### src/rtl/jk_pkg.sv
// Shared definitions for the JK command sequencer: op codes, FSM states and the JK next-state rule.
// latency: n/a (types and a pure function); backpressure: n/a.
package jk_pkg;

    localparam logic [1:0] OP_HOLD = 2'b00;
    localparam logic [1:0] OP_CLR  = 2'b01;
    localparam logic [1:0] OP_SET  = 2'b10;
    localparam logic [1:0] OP_TGL  = 2'b11;

    typedef enum logic [1:0] {
        ST_IDLE  = 2'd0,
        ST_ISSUE = 2'd1,
        ST_GAP   = 2'd2
    } state_t;

    function automatic logic jk_next(input logic j, input logic k, input logic q);
        logic nq;
        case ({j, k})
            OP_HOLD: nq = q;
            OP_CLR:  nq = 1'b0;
            OP_SET:  nq = 1'b1;
            default: nq = ~q;
        endcase
        return nq;
    endfunction

endpackage

### src/rtl/jk_cmd_fifo.sv
// Generic synchronous FIFO with occupancy; head word is visible combinationally on pop_data.
// latency: write visible at head one edge after push; backpressure: push ignored when full, pop ignored when empty.
module jk_cmd_fifo #(
    parameter int DEPTH = 4,
    parameter int W     = 6
) (
    input  logic                     clk,
    input  logic                     rstn,
    input  logic                     push,
    input  logic [W-1:0]             push_data,
    input  logic                     pop,
    output logic [W-1:0]             pop_data,
    output logic                     full,
    output logic                     empty,
    output logic [$clog2(DEPTH):0]   level
);

    localparam int AW = $clog2(DEPTH);

    logic [W-1:0] mem [DEPTH];
    logic [AW:0]  wr_ptr;
    logic [AW:0]  rd_ptr;
    logic         do_push;
    logic         do_pop;

    // Extra wrap bit distinguishes full from empty when the address bits match.
    assign full     = (wr_ptr[AW] != rd_ptr[AW]) && (wr_ptr[AW-1:0] == rd_ptr[AW-1:0]);
    assign empty    = (wr_ptr == rd_ptr);
    assign level    = wr_ptr - rd_ptr;
    assign do_push  = push && !full;
    assign do_pop   = pop && !empty;
    assign pop_data = mem[rd_ptr[AW-1:0]];

    always_ff @(posedge clk or negedge rstn) begin
        if (!rstn) begin
            wr_ptr <= '0;
            rd_ptr <= '0;
        end else begin
            if (do_push) wr_ptr <= wr_ptr + 1'b1;
            if (do_pop)  rd_ptr <= rd_ptr + 1'b1;
        end
    end

    always_ff @(posedge clk) begin
        if (do_push) mem[wr_ptr[AW-1:0]] <= push_data;
    end

endmodule

### src/rtl/jk_cmd_sequencer.sv
// Buffers hold/clear/set/toggle commands and replays them as registered j/k with hold gaps; shadows q and flags mismatches.
// latency: accept at edge N drives j/k at edge N+1 when idle; backpressure: cmd_ready low only while the FIFO is full.
module jk_cmd_sequencer
    import jk_pkg::*;
#(
    parameter int DEPTH = 4,
    parameter int REPW  = 4,
    parameter int GAP   = 1
) (
    input  logic                     clk,
    input  logic                     rstn,
    input  logic                     cmd_valid,
    output logic                     cmd_ready,
    input  logic [1:0]               cmd_op,
    input  logic [REPW-1:0]          cmd_rep,
    output logic                     j,
    output logic                     k,
    input  logic                     q_fb,
    output logic                     busy,
    output logic [$clog2(DEPTH):0]   level,
    output logic                     err,
    input  logic                     err_clr
);

    localparam int         FW     = 2 + REPW;
    localparam logic [2:0] GAP_LD = 3'((GAP > 0) ? GAP - 1 : 0);

    state_t            state;
    logic [REPW-1:0]   cnt;
    logic [2:0]        gcnt;
    logic              full;
    logic              empty;
    logic              pop;
    logic [FW-1:0]     head;
    logic [1:0]        head_op;
    logic [REPW-1:0]   head_rep;
    logic [REPW-1:0]   load_cnt;
    logic              exp_q;
    logic              chk_arm;
    logic              chk_en;

    jk_cmd_fifo #(.DEPTH(DEPTH), .W(FW)) u_fifo (
        .clk       (clk),
        .rstn      (rstn),
        .push      (cmd_valid),
        .push_data ({cmd_op, cmd_rep}),
        .pop       (pop),
        .pop_data  (head),
        .full      (full),
        .empty     (empty),
        .level     (level)
    );

    assign cmd_ready = !full;
    assign head_op   = head[FW-1:REPW];
    assign head_rep  = head[REPW-1:0];
    assign load_cnt  = (head_rep == '0) ? '0 : head_rep - 1'b1;
    assign busy      = (state != ST_IDLE) || (level != '0);

    // A pop is exactly the condition under which the FSM loads a new command.
    always_comb begin
        pop = 1'b0;
        case (state)
            ST_IDLE:  pop = !empty;
            ST_ISSUE: pop = (cnt == '0) && (GAP == 0) && !empty;
            ST_GAP:   pop = (gcnt == '0) && !empty;
            default:  pop = 1'b0;
        endcase
    end

    always_ff @(posedge clk or negedge rstn) begin
        if (!rstn) begin
            state <= ST_IDLE;
            j     <= 1'b0;
            k     <= 1'b0;
            cnt   <= '0;
            gcnt  <= '0;
        end else if (pop) begin
            state <= ST_ISSUE;
            j     <= head_op[1];
            k     <= head_op[0];
            cnt   <= load_cnt;
        end else begin
            case (state)
                ST_ISSUE: begin
                    if (cnt != '0) begin
                        cnt <= cnt - 1'b1;
                    end else if (GAP > 0) begin
                        state <= ST_GAP;
                        gcnt  <= GAP_LD;
                        j     <= 1'b0;
                        k     <= 1'b0;
                    end else begin
                        state <= ST_IDLE;
                        j     <= 1'b0;
                        k     <= 1'b0;
                    end
                end
                ST_GAP: begin
                    if (gcnt != '0) begin
                        gcnt <= gcnt - 1'b1;
                    end else begin
                        state <= ST_IDLE;
                    end
                end
                default: begin
                    state <= ST_IDLE;
                    j     <= 1'b0;
                    k     <= 1'b0;
                end
            endcase
        end
    end

    // chk_en waits out the flop's own synchronous reset edge before comparing.
    always_ff @(posedge clk or negedge rstn) begin
        if (!rstn) begin
            exp_q   <= 1'b0;
            chk_arm <= 1'b0;
            chk_en  <= 1'b0;
            err     <= 1'b0;
        end else begin
            exp_q   <= jk_next(j, k, exp_q);
            chk_arm <= 1'b1;
            chk_en  <= chk_arm;
            if (err_clr) begin
                err <= 1'b0;
            end else if (chk_en && (q_fb != exp_q)) begin
                err <= 1'b1;
            end
        end
    end

endmodule

### config.mk
export PLATFORM = sky130hd
export DESIGN_NAME = jk_cmd_sequencer
export DESIGN_NICKNAME = d
export VERILOG_FILES = /design/src/rtl/jk_pkg.sv /design/src/rtl/jk_cmd_fifo.sv /design/src/rtl/jk_cmd_sequencer.sv
export SDC_FILE = /design/constraint.sdc
export NUM_CORES = 1
export LEC_CHECK = 0
export CAP_MARGIN = 20
export CORE_ASPECT_RATIO = 1.4
export CORE_UTILIZATION = 57
export DETAILED_ROUTE_END_ITERATION = 8
export HOLD_SLACK_MARGIN = 0.15
export PLACE_DENSITY_LB_ADDON = 0.25
export SYNTH_ARGS = -nofsm -noshare
export SYNTH_HDL_FRONTEND = slang
export SYNTH_SLANG_ARGS = --single-unit
### constraint.sdc
create_clock -name clk -period 2.3 [get_ports clk]
set_clock_uncertainty 0.15 [all_clocks]
set_input_delay 0.46 -clock clk [delete_from_list [all_inputs] [get_ports clk]]
set_output_delay 0.46 -clock clk [all_outputs]
set_load 0.03 [all_outputs]
==> results.txt <==
The run finished, with violations left. The final reports fail on negative setup slack. Once placement completed, the tool counted placed cells totaling 221. For this design, the slowest cell found on the critical path is dfrtp_1.

Across the VDD grid, the largest voltage drop is 0.00113 V. The layout-stage area growth over the synthesis result came out at 18.6%. For the sum of overflow across all layers after global routing, the log shows 0. For this run, design rule violations remaining after detail routing come to 0. The category of the most critical setup path was flop to output pin.

Setup repair after global routing could not meet its margin everywhere. The critical path goes through inv_2, ha_4, fa_2, xor2_4, nand4b_1, buf_6. Dividing total power by cell area gives a power density of 1510 mW/mm². STA classifies the critical path startpoint as a flop. The post-synthesis sequential element count is 45. The clock drives 45 sinks. The number of nets in the synthesized netlist is 188. The global-route track usage on met1 came out at 21.7%.

In this run the cell area of the synthesized design comes to 0.00216 mm². Power comes to 3.88 mW. The count of nets left with antenna violations after detail routing came out at 0. The y dimension of the die was 74.9 µm; the all-layer global routing usage was 21.8%.

The non-filler instance count after layout was 230; the number of rows created at floorplan was 26. Dividing the detail-routed wire length by the instance count gives 16.3 µm. CTS built an H-tree with a depth of 2. The min-delay analysis places its worst path in the category flop to flop.

The kind of end point of the critical path is an output pin. Dividing the detail-routed via count by the number of cells gives 5.66. The logs give 39 for the count of unique library cells instantiated by Yosys and 35 for the violation count after the first detailed-routing iteration. The placeable core area is 0.00364 mm².

The number of global-route vias before repair is 1389, and the number of filler cells placed in the layout is 245. The tools report the source-to-sink clock delay at the later pin of the worst-skew pair as 300 ps. For this design the top-level I/O count stands at 19. Wires add up to 3750 µm. Most instantiated flip-flop cell in the synthesis netlist: edfxtp_1. The initial core utilization was 59.4%. The logs give 0 for the warning count from the yosys run and 41.3% for the met2 global-route usage.

met2 is the most crowded layer. At the worst endpoint, the arrival time is 1790 ps. The minimum setup slack in the final design came out at -99.4 ps. The largest stage delay on the critical path works out to 370 ps. The count of buffers from port buffering is 18. The analysis attributes to cell leakage a power of 1.04 nW. The final clock period utilization by the worst path works out to 104%. Buffers inserted during clock tree synthesis total 5. Summing the sequential cell areas from Yosys gives 57.6% of the chip area. Number of nets at the end of the flow: 215. The die is 54.1 µm wide. Measured on the finished design, the core utilization comes to 70.4%. The average cell area after synthesis came out at 13.5 µm². TritonCTS built the clock tree.

The number of search-and-repair iterations in the first detailed-routing pass came out at 4. Max-cap violations in this run came to 0. Derived from the worst setup path, the maximum achievable clock frequency is 417 MHz. The first global-routing pass estimated 6000 µm of wire. The overall die area is 0.00405 mm². For the cell count after synthesis, the log shows 160.

The final weighted congestion in routability-driven placement is 0.740, and the clock slew seen by the registers of the worst setup and hold paths is 80 ps. The final antenna diode count was 0. The share of layout cells above drive strength 1 is 16.0%, and the total via count in the routed design is 1302.

The total setup violations reported at the end of the flow came out at 1. The async set-reset flop share out of synthesis was 46.7%. Entering global routing, the biggest net connects 22 pins. For the detailed-placement wirelength estimate, the log shows 2740 µm.

Number of hold violations in the final report: 0. Initial antenna violation count: 0. The final count of pins violating max slew is 0, and the final hold slack is 210 ps. For this run, global-route usage on met3 was measured as 4.44%.

The clock passes through at most 2 buffers. In this run, synthesis inferred 24 flip-flops with an integrated enable. The tree is rooted in a clkbuf_8. The run gives 0 as the cts-stage hold buffer count. Maximum fanout encountered on the critical timing path: 4. STA puts the critical path data required time at 1690 ps. The worst path needs 2400 ps of the cycle, external delays included.
-- power breakdown --
part	leakage, nW	internal [mW]	switching [mW]
clock	0.0543	0.325	0.270
combinational	0.510	0.888	1.14
sequential	0.479	1.11	0.149
-- path summary, 6_finish.rpt --
| check | from | to | slack (ps) | cells past startpoint |
|---|---|---|---|---|
| max | u_fifo.wr_ptr[0]$_DFFE_PN0P_ | busy | -100 | 6 |
| min | chk_arm$_DFF_PN0_ | chk_en$_DFF_PN0_ | 210 | 0 |
| max reg2reg | gcnt[0]$_DFFE_PN0P_ | gcnt[0]$_DFFE_PN0P_ | 80 | 7 |
| min reg2reg | chk_arm$_DFF_PN0_ | chk_en$_DFF_PN0_ | 210 | 0 |
| max in group asynchronous | rstn | u_fifo.wr_ptr[0]$_DFFE_PN0P_ | 1420 | 2 |
| min in group asynchronous | rstn | cnt[1]$_DFFE_PN0P_ | 350 | 2 |
-- repair_timing --
action / CTS / global route
pin swaps: 1 / 0
setup endpoints to repair: 4 / 4
gates resized for setup: 5 / 1
cloned: 0 / 0
setup buffers: 1 / 0
-- state kept, by name, summed over array words and instances, names as in the netlist --
signal and flops:
u_fifo.mem 24, cnt 4, gcnt 3, u_fifo.rd_ptr 3, u_fifo.wr_ptr 3, state 2, chk_arm 1, chk_en 1
err 1, exp_q 1, j 1, k 1
-- final cells by class --
type,count,area [µm²],share of cell area [%]
timing repair buffer,24,218,8.49
sequential,45,1250,48.6
clock inverter,3,46.3,1.80
inverter,16,60.1,2.34
tap,42,52.6,2.05
multi-input combinational,95,873,34.0
clock buffer,5,68.8,2.68
-- Yosys cell counts (all sizes together) (2+ instances only) --
| cell | count | area share [%] |
|---|---|---|
| a21oi | 6 | 1.4 |
| dfrtp | 21 | 24 |
| nor2 | 3 | 0.52 |
| a22o | 3 | 1.2 |
| o211ai | 2 | 0.69 |
| nor3 | 2 | 0.46 |
| o21ai | 7 | 1.6 |
| buf | 3 | 0.98 |
| ha | 16 | 9.3 |
| o21a | 2 | 0.69 |
| nand2 | 11 | 1.9 |
| xor2 | 6 | 2.4 |
| xnor2 | 3 | 1.2 |
| mux2i | 2 | 0.93 |
| edfxtp | 24 | 33 |
| inv | 16 | 2.8 |
| or2 | 2 | 0.58 |
| nand3 | 4 | 0.93 |
| and2 | 4 | 1.2 |
| mux4 | 6 | 6.8 |
| o311ai | 2 | 0.81 |
-- critical path, delay by kind of cell, from the launching register on --
family	cells	cell delay, ps
AND/OR/NAND/NOR	1	200
flip-flops	1	370
adder cells (fa/ha/maj)	2	530
buffers and inverters	2	240
XOR/XNOR	1	170
-- cell families after synthesis --
family	synth area share [%]
XOR/XNOR	3.64
buffers and inverters	3.93
adder cells (fa/ha/maj)	10.2
other	0.173
AND/OR/NAND/NOR	7.52
flip-flops	57.6
AO/OA/AOI/OAI	8.73
multiplexers	8.21
-- metrics by stage --
stage / setup WS [ps] / cell area (µm²) / setup TNS (ps)
after global routing: -165 / 2560 / -195
after floorplan: 13.5 / 2180 / 0
after global placement: 124 / 2420 / 0
after CTS: -107 / 2560 / -107
after detailed placement: 74.5 / 2420 / 0
final: -99.4 / 2560 / -99.4
-- cell usage in the layout, fill, tap and decap left out, types with 2 or more instances in the layout --
| cell | netlist | layout |
|---|---|---|
| nor2_1 | 3 | 3 |
| or2_1 | 2 | 2 |
| ha_1 | 16 | 15 |
| o21a_1 | 2 | 2 |
| clkbuf_8 | 0 | 5 |
| nand3_1 | 4 | 4 |
| o21ai_0 | 6 | 6 |
| a21oi_1 | 6 | 6 |
| o211ai_1 | 2 | 2 |
| a22o_1 | 3 | 3 |
| clkdlybuf4s50_1 | 0 | 13 |
| dfrtp_1 | 21 | 21 |
| mux4_2 | 3 | 3 |
| xor2_1 | 6 | 4 |
| o311ai_1 | 2 | 2 |
| nand2_1 | 11 | 11 |
| edfxtp_1 | 24 | 24 |
| inv_1 | 16 | 15 |
| buf_4 | 0 | 9 |
| and2_1 | 4 | 4 |
| nor3_1 | 2 | 2 |
| xnor2_1 | 3 | 3 |
| mux2i_1 | 2 | 2 |
| mux4_1 | 3 | 3 |
-- layer usage --
metal / vias to the layer above / wire length, µm
met5: - / 0
met4: 0 / 108
met3: 12 / 91
met2: 22 / 2110
met1: 643 / 1440
li1: 625 / -
Note: power is estimated with default switching activity, not from simulation.
